File: src/rtl/vga_timing_pkg.sv
// vga_timing_pkg: shared 640x480 @ 60 Hz VGA timing constants.
//   VGA_H_* / VGA_V_*  : active, front porch, sync, back porch (pixels / lines)
//   VGA_H_TOTAL/V_TOTAL: full line / frame lengths
//   VGA_SYNC_ACTIVE    : default level of hsync/vsync during the sync pulse
//   COORD_W            : width of the x/y coordinate buses
package vga_timing_pkg;

    localparam int unsigned VGA_H_ACTIVE = 640;
    localparam int unsigned VGA_H_FP     = 16;
    localparam int unsigned VGA_H_SYNC   = 96;
    localparam int unsigned VGA_H_BP     = 48;

    localparam int unsigned VGA_V_ACTIVE = 480;
    localparam int unsigned VGA_V_FP     = 10;
    localparam int unsigned VGA_V_SYNC   = 2;
    localparam int unsigned VGA_V_BP     = 33;

    localparam int unsigned VGA_H_TOTAL =
        VGA_H_ACTIVE + VGA_H_FP + VGA_H_SYNC + VGA_H_BP;
    localparam int unsigned VGA_V_TOTAL =
        VGA_V_ACTIVE + VGA_V_FP + VGA_V_SYNC + VGA_V_BP;

    localparam logic VGA_SYNC_ACTIVE = 1'b0;

    localparam int unsigned COORD_W = 10;

endpackage

File: src/rtl/vga_sync_generator_if.sv
// vga_sync_generator_if: pixel-coordinate interface.
//   master : the timing generator (drives everything)
//   slave  : renderer / sprite generators / frame-update logic
//   pixel_tick, x, y, blank, hsync, vsync, frame_start, vblank_start
interface vga_sync_generator_if;
    import vga_timing_pkg::*;

    logic               pixel_tick;
    logic [COORD_W-1:0] x;
    logic [COORD_W-1:0] y;
    logic               blank;
    logic               hsync;
    logic               vsync;
    logic               frame_start;
    logic               vblank_start;

    modport master (
        output pixel_tick, x, y, blank, hsync, vsync, frame_start, vblank_start
    );

    modport slave (
        input  pixel_tick, x, y, blank, hsync, vsync, frame_start, vblank_start
    );

endinterface

File: src/rtl/vga_sync_generator_pixel_clk_enable.sv
// pixel_clk_enable: divides the system clock into a one-clk pixel enable.
//   clk    : system clock
//   reset  : synchronous, active-low reset
//   tick_o : high for one clk every CLK_DIV clks
module pixel_clk_enable #(
    parameter int unsigned CLK_DIV = 4
) (
    input  logic clk,
    input  logic reset,
    output logic tick_o
);

    localparam int unsigned PHASE_W = (CLK_DIV > 1) ? $clog2(CLK_DIV) : 1;
    localparam logic [PHASE_W-1:0] PHASE_LAST = PHASE_W'(CLK_DIV - 1);

    if (CLK_DIV < 1 || CLK_DIV > 16) begin : g_bad_div
        $error("pixel_clk_enable: CLK_DIV must be in 1..16");
    end

    logic [PHASE_W-1:0] phase_q, phase_d;
    // run_q holds the phase at 0 for the first cycle after release, so the
    // first tick lands in cycle CLK_DIV-1 (cycle 0 even when CLK_DIV = 1).
    logic               run_q;

    always_comb begin
        phase_d = phase_q;
        if (run_q) begin
            phase_d = (phase_q == PHASE_LAST) ? '0 : phase_q + PHASE_W'(1);
        end
    end

    always_ff @(posedge clk) begin
        if (!reset) begin
            phase_q <= '0;
            run_q   <= 1'b0;
        end else begin
            phase_q <= phase_d;
            run_q   <= 1'b1;
        end
    end

    assign tick_o = reset && run_q && (phase_q == PHASE_LAST);

endmodule

File: src/rtl/vga_sync_generator.sv
// vga_sync_generator: VGA timing source (default 640x480 @ 60 Hz from 100 MHz).
//   clk   : system clock
//   reset : synchronous, active-low reset
//   pix   : master side of vga_sync_generator_if
//           (pixel_tick, x, y, blank, hsync, vsync, frame_start, vblank_start)
module vga_sync_generator
    import vga_timing_pkg::*;
#(
    parameter int unsigned CLK_DIV     = 4,
    parameter int unsigned H_ACTIVE    = VGA_H_ACTIVE,
    parameter int unsigned H_FP        = VGA_H_FP,
    parameter int unsigned H_SYNC      = VGA_H_SYNC,
    parameter int unsigned H_BP        = VGA_H_BP,
    parameter int unsigned V_ACTIVE    = VGA_V_ACTIVE,
    parameter int unsigned V_FP        = VGA_V_FP,
    parameter int unsigned V_SYNC      = VGA_V_SYNC,
    parameter int unsigned V_BP        = VGA_V_BP,
    parameter logic        SYNC_ACTIVE = VGA_SYNC_ACTIVE
) (
    input  logic                  clk,
    input  logic                  reset,
    vga_sync_generator_if.master  pix
);

    localparam int unsigned H_TOTAL  = H_ACTIVE + H_FP + H_SYNC + H_BP;
    localparam int unsigned V_TOTAL  = V_ACTIVE + V_FP + V_SYNC + V_BP;
    localparam int unsigned HS_FIRST = H_ACTIVE + H_FP;
    localparam int unsigned HS_LAST  = HS_FIRST + H_SYNC - 1;
    localparam int unsigned VS_FIRST = V_ACTIVE + V_FP;
    localparam int unsigned VS_LAST  = VS_FIRST + V_SYNC - 1;

    if (H_TOTAL > 1024 || V_TOTAL > 1024) begin : g_bad_total
        $error("vga_sync_generator: H_TOTAL and V_TOTAL must be <= 1024");
    end

    logic pixel_tick;

    pixel_clk_enable #(
        .CLK_DIV (CLK_DIV)
    ) u_pixel_clk_enable (
        .clk    (clk),
        .reset  (reset),
        .tick_o (pixel_tick)
    );

    logic [COORD_W-1:0] x_q, x_d, y_q, y_d;
    logic               blank_q, blank_d;
    logic               hsync_q, hsync_d;
    logic               vsync_q, vsync_d;
    logic               frame_start_q, frame_start_d;
    logic               vblank_start_q, vblank_start_d;
    logic               x_last, y_last;

    always_comb begin
        x_d    = x_q;
        y_d    = y_q;
        x_last = (x_q == COORD_W'(H_TOTAL - 1));
        y_last = (y_q == COORD_W'(V_TOTAL - 1));
        if (pixel_tick) begin
            if (x_last) begin
                x_d = '0;
                y_d = y_last ? '0 : y_q + COORD_W'(1);
            end else begin
                x_d = x_q + COORD_W'(1);
            end
        end

        // Decoded from the next-state counters so the registered flags line
        // up with x_q/y_q on the same edge.
        blank_d = (x_d >= COORD_W'(H_ACTIVE)) || (y_d >= COORD_W'(V_ACTIVE));
        hsync_d = ((x_d >= COORD_W'(HS_FIRST)) && (x_d <= COORD_W'(HS_LAST)))
                  ? SYNC_ACTIVE : ~SYNC_ACTIVE;
        vsync_d = ((y_d >= COORD_W'(VS_FIRST)) && (y_d <= COORD_W'(VS_LAST)))
                  ? SYNC_ACTIVE : ~SYNC_ACTIVE;

        // Pulses only on an advancing edge, so reset exit never fires them.
        frame_start_d  = pixel_tick && x_last && y_last;
        vblank_start_d = pixel_tick && x_last && (y_d == COORD_W'(V_ACTIVE));
    end

    always_ff @(posedge clk) begin
        if (!reset) begin
            x_q            <= '0;
            y_q            <= '0;
            blank_q        <= 1'b0;
            hsync_q        <= ~SYNC_ACTIVE;
            vsync_q        <= ~SYNC_ACTIVE;
            frame_start_q  <= 1'b0;
            vblank_start_q <= 1'b0;
        end else begin
            x_q            <= x_d;
            y_q            <= y_d;
            blank_q        <= blank_d;
            hsync_q        <= hsync_d;
            vsync_q        <= vsync_d;
            frame_start_q  <= frame_start_d;
            vblank_start_q <= vblank_start_d;
        end
    end

    assign pix.pixel_tick   = pixel_tick;
    assign pix.x            = x_q;
    assign pix.y            = y_q;
    assign pix.blank        = blank_q;
    assign pix.hsync        = hsync_q;
    assign pix.vsync        = vsync_q;
    assign pix.frame_start  = frame_start_q;
    assign pix.vblank_start = vblank_start_q;

endmodule

File: src/flat_wrapper.sv
// flat-port wrapper written by rule: the top's interface ports become plain ports
module vga_sync_generator_flat import vga_timing_pkg::*;
#(
    parameter int unsigned CLK_DIV     = 4,
    parameter int unsigned H_ACTIVE    = VGA_H_ACTIVE,
    parameter int unsigned H_FP        = VGA_H_FP,
    parameter int unsigned H_SYNC      = VGA_H_SYNC,
    parameter int unsigned H_BP        = VGA_H_BP,
    parameter int unsigned V_ACTIVE    = VGA_V_ACTIVE,
    parameter int unsigned V_FP        = VGA_V_FP,
    parameter int unsigned V_SYNC      = VGA_V_SYNC,
    parameter int unsigned V_BP        = VGA_V_BP,
    parameter logic        SYNC_ACTIVE = VGA_SYNC_ACTIVE
)
  (clk, reset, pix_pixel_tick, pix_x, pix_y, pix_blank, pix_hsync, pix_vsync, pix_frame_start, pix_vblank_start);
  vga_sync_generator_if pix_i ();
  input  logic clk;
  input  logic reset;
  output wire logic [$bits(pix_i.pixel_tick)-1:0] pix_pixel_tick;
  output wire logic [$bits(pix_i.x)-1:0] pix_x;
  output wire logic [$bits(pix_i.y)-1:0] pix_y;
  output wire logic [$bits(pix_i.blank)-1:0] pix_blank;
  output wire logic [$bits(pix_i.hsync)-1:0] pix_hsync;
  output wire logic [$bits(pix_i.vsync)-1:0] pix_vsync;
  output wire logic [$bits(pix_i.frame_start)-1:0] pix_frame_start;
  output wire logic [$bits(pix_i.vblank_start)-1:0] pix_vblank_start;
  assign pix_pixel_tick = pix_i.pixel_tick;
  assign pix_x = pix_i.x;
  assign pix_y = pix_i.y;
  assign pix_blank = pix_i.blank;
  assign pix_hsync = pix_i.hsync;
  assign pix_vsync = pix_i.vsync;
  assign pix_frame_start = pix_i.frame_start;
  assign pix_vblank_start = pix_i.vblank_start;
  vga_sync_generator #(.CLK_DIV(CLK_DIV), .H_ACTIVE(H_ACTIVE), .H_FP(H_FP), .H_SYNC(H_SYNC), .H_BP(H_BP), .V_ACTIVE(V_ACTIVE), .V_FP(V_FP), .V_SYNC(V_SYNC), .V_BP(V_BP), .SYNC_ACTIVE(SYNC_ACTIVE)) u_core (.clk(clk), .reset(reset), .pix(pix_i));
endmodule
File: config.mk
export PLATFORM = sky130hd
export DESIGN_NAME = vga_sync_generator_flat
export DESIGN_NICKNAME = d
export VERILOG_FILES = /design/src/rtl/vga_timing_pkg.sv /design/src/rtl/vga_sync_generator_if.sv /design/src/rtl/vga_sync_generator_pixel_clk_enable.sv /design/src/rtl/vga_sync_generator.sv /design/src/flat_wrapper.sv
export SDC_FILE = /design/constraint.sdc
export NUM_CORES = 1
export LEC_CHECK = 0
export ABC_AREA = 0
export CAP_MARGIN = 5
export CORE_ASPECT_RATIO = 1.1
export CORE_UTILIZATION = 50
export CTS_CLUSTER_DIAMETER = 40
export DETAILED_ROUTE_END_ITERATION = 8
export GPL_TIMING_DRIVEN = 1
export HOLD_SLACK_MARGIN = 0.12
export PLACE_DENSITY = 0.85
export SLEW_MARGIN = 20
export SYNTH_ARGS = -nofsm -noshare
export SYNTH_HDL_FRONTEND = slang
export SYNTH_HIERARCHICAL = 1
export SYNTH_SLANG_ARGS = --single-unit
File: constraint.sdc
create_clock -name clk -period 2.6 [get_ports clk]
set_input_delay 0.52 -clock clk [delete_from_list [all_inputs] [get_ports clk]]
set_output_delay 0.52 -clock clk [all_outputs]
set_load 0.05 [all_outputs]
==> impl_metrics.toml <==
[floorplanning]
core_area_sq_mm = 0.00283
std_cell_rows = 20
initial_core_util = 0.539
die_w_microns = 54.7
num_io_pins = 28
die_h_microns = 59.9
dieArea_sq_mm = 0.00328

[global_route]
antenna_found_initial = 0
grt_pass1_wl_mm = 5.80
grt.total_usage = 0.237
grt_pass1_vias = 1355
grt-ovfl-total = 0
grt_max_degree = 16

[route]
vias_per_cell = 5.99
wl_mm = 3.52
firstDrtPassIters = 4
drt_iter0_markers = 41
drt-wirelength-per-cell_microns = 14.6
antenna_left = 0
vias = 1444
drc = 0

[setup_path]
path_depth = 1
cp-start-kind = "flip-flop"
arrival_ns = 1.83
r2r-start = "u_core/pix.x[4]$_SDFF_PN0_"
crit_end = "pix_x[5]"
critPathMaxFanout = 12
slowest_stage = "clkdlybuf4s50_1"
cp-end-kind = "primary output"
path_class = "reg -> out"
critPathLaunch = "u_core/pix.x[5]$_SDFF_PN0_"
crit_buf_inv = 1
reg2reg_depth = 5
crit_chain = "clkdlybuf4s50_1"
critPathTopFamily = "buffers and inverters"
r2r_slack_ns = 0.42
timing.rr.end = "u_core/pix.y[8]$_SDFF_PN0_"
crit_required_ns = 2.08
cpPeakStageDelay_ns = 0.89

[min_path]
worstHoldPathType = "reg -> reg"

[logic_synthesis]
ys_types = 40
ys_seq_elements = 28
mappedNetlistNets = 184
synth_edf_count = 0
yosysTopAreaCellShare = 0.368
synth-seq-area-share = 0.368
yosys_warnings = 6
syn_inst = 178
synthArstFlopShare = 0
synth-main-ff-cell = "dfxtp_1"
post-synth-top-area-cell = "dfxtp_1"
synth_area_sq_mm = 0.00153
ys_top_cells_by_area = "dfxtp_1, xor2_1, nor2_1"
avgSynthCellArea_sq_um = 8.57

[placed_design]
dp_hpwl_mm = 2.65
port_buffers = 27
place_ws_ns = 0.00888
place.gp.congestion = 0.923

[timing]
post-route-period-util = 0.902
fmax_ghz = 0.426
final-hold-violation-count = 0
maxSlewHeadroom = 0.666
fin_setup_tns_ns = 0
rsz0062_at_grt = "no"
finClkSkew_ns = 0.0108
maxSlewViolCount = 0
fin_ws_ns = 0.254
tightest_slew_ns = 0.499
setup_viol = 0
min_period_ns = 2.35

[clocking]
cts_inserted_buffers = 3
cts_resized = 0
cts.sinks = 28
postCtsSetupBuffers = 0
clockBufferDepth = 2
cts_tree = "done"
ctsHoldBuffers = 0
cts_root_buf = "clkbuf_4"
worst_skew_pair.late_latency_ns = 0.32
clkSlewWorstSetupHoldPaths_ns = 0.14
htreeDepth = 1

[pwr]
ir_drop_uv = 240
p_per_area_mw_per_mm2 = 353
p_total_w = 0.000669
p_leak_nw = 0.675

[cells_and_area]
antenna_cells = 0
drive_gt1_frac = 0.106
syn2layout_area_growth_pct = 24.1
fin_nets = 215

[status]
status = "complete, no violations"

[flow_run]
max-cap-violations = 0
power breakdown:
part	internal, W	switching [W]	total (W)
registers	0.000433	0.00000300	0.000436
clock network	0.0000856	0.000124	0.000210
logic	0.0000106	0.0000127	0.0000233
total	0.000529	0.000140	0.000669
final cells by class:
cell class / count / area (sq um)
clock buffer: 4 / 36.3
tap: 33 / 41.3
sequential: 28 / 561
multi-input combinational: 136 / 900
fill: 246 / 935
timing repair buffer: 34 / 333
inverter: 6 / 22.5
worst min-delay path by stage:
stage | start | endpoint | slack, ns | depth (start not counted)
after global placement | u_core/u_pixel_clk_enable/phase_q[1]$_SDFFE_PN0P_ | u_core/u_pixel_clk_enable/phase_q[1]$_SDFFE_PN0P_ | 0.50 | 2
after global routing | u_core/pix.x[1]$_SDFF_PN0_ | u_core/pix.x[1]$_SDFF_PN0_ | 0.57 | 2
after floorplan | u_core/u_pixel_clk_enable/phase_q[1]$_SDFFE_PN0P_ | u_core/u_pixel_clk_enable/phase_q[1]$_SDFFE_PN0P_ | 0.49 | 2
final | u_core/pix.x[1]$_SDFF_PN0_ | u_core/pix.x[1]$_SDFF_PN0_ | 0.53 | 2
after CTS | u_core/pix.x[1]$_SDFF_PN0_ | u_core/pix.x[1]$_SDFF_PN0_ | 0.54 | 2
after detailed placement | u_core/pix.x[1]$_SDFF_PN0_ | u_core/pix.x[1]$_SDFF_PN0_ | 0.52 | 2
cell usage in the layout (no fill, tap or decap), types with 2 or more instances in the layout:
master           count
xnor2_1              5
clkbuf_4             3
or3_2                2
nor2b_1              5
a21oi_1             10
nand4_1             10
nor4_1               2
nand2b_1             2
a31oi_1              3
or4_4                2
nor3_1               4
nand3_1             11
ha_1                 4
mux2i_1              4
o21ai_0              5
nor2_1              18
nand3b_1             2
and3_1               3
dfxtp_1             28
a211oi_1             3
nand2_1             11
nand4b_1             3
xor2_1              10
and2_1               3
inv_1                6
clkdlybuf4s50_1     26
buf_4                7
through the flow:
| stage | std cells | hold WS, ns | instance area [sq um] | utilization |
|---|---|---|---|---|
| after detailed placement | 237 | 0.519 | 1860 | 0.657 |
| after global routing | 241 | 0.575 | 1890 | 0.669 |
| after global placement | 237 | 0.499 | 1860 | 0.657 |
| final | 241 | 0.533 | 1890 | 0.669 |
| after floorplan | 178 | 0.487 | 1530 | - |
| after CTS | 241 | 0.537 | 1890 | 0.669 |
logic make-up (layout without fill, tap and decap cells):
family / count (synthesis) / count (layout) / synth area share
buffers and inverters: 14 / 44 / 0.0468
adder cells (fa/ha/maj): 4 / 4 / 0.0328
XOR/XNOR: 15 / 15 / 0.0861
flip-flops: 28 / 28 / 0.368
AND/OR/NAND/NOR: 87 / 87 / 0.339
AO/OA/AOI/OAI: 26 / 26 / 0.102
multiplexers: 4 / 4 / 0.0263
routing by layer:
layer,up-vias,part of all wire,track usage
met5,-,0,0
met1,694,0.41,0.287
met4,0,0.0045,0.0769
li1,699,-,-
met2,49,0.54,0.425
met3,2,0.044,0.0229
cell usage after synthesis (4+ instances only):
cell type  instances
clkbuf_1           5
xnor2_1            5
nor3_1             4
a21oi_1           10
nor2_1            18
inv_1              6
o21ai_0            5
nand4_1           10
nand3_1           11
xor2_1            10
mux2i_1            4
nand2_1           11
ha_1               4
nor2b_1            5
dfxtp_1           28
registers in the layout, summed over array words and instances (netlist names):
| register | cells |
|---|---|
| u_core/pix.y | 10 |
| u_core/pix.vblank_start | 1 |
| u_core/pix.x | 10 |
| u_core/pix.vsync | 1 |
| u_core/pix.hsync | 1 |
| u_core/u_pixel_clk_enable/phase_q | 2 |
| u_core/u_pixel_clk_enable/run_q | 1 |
| u_core/pix.blank | 1 |
| u_core/pix.frame_start | 1 |
Note: power is estimated with default switching activity, not from simulation.
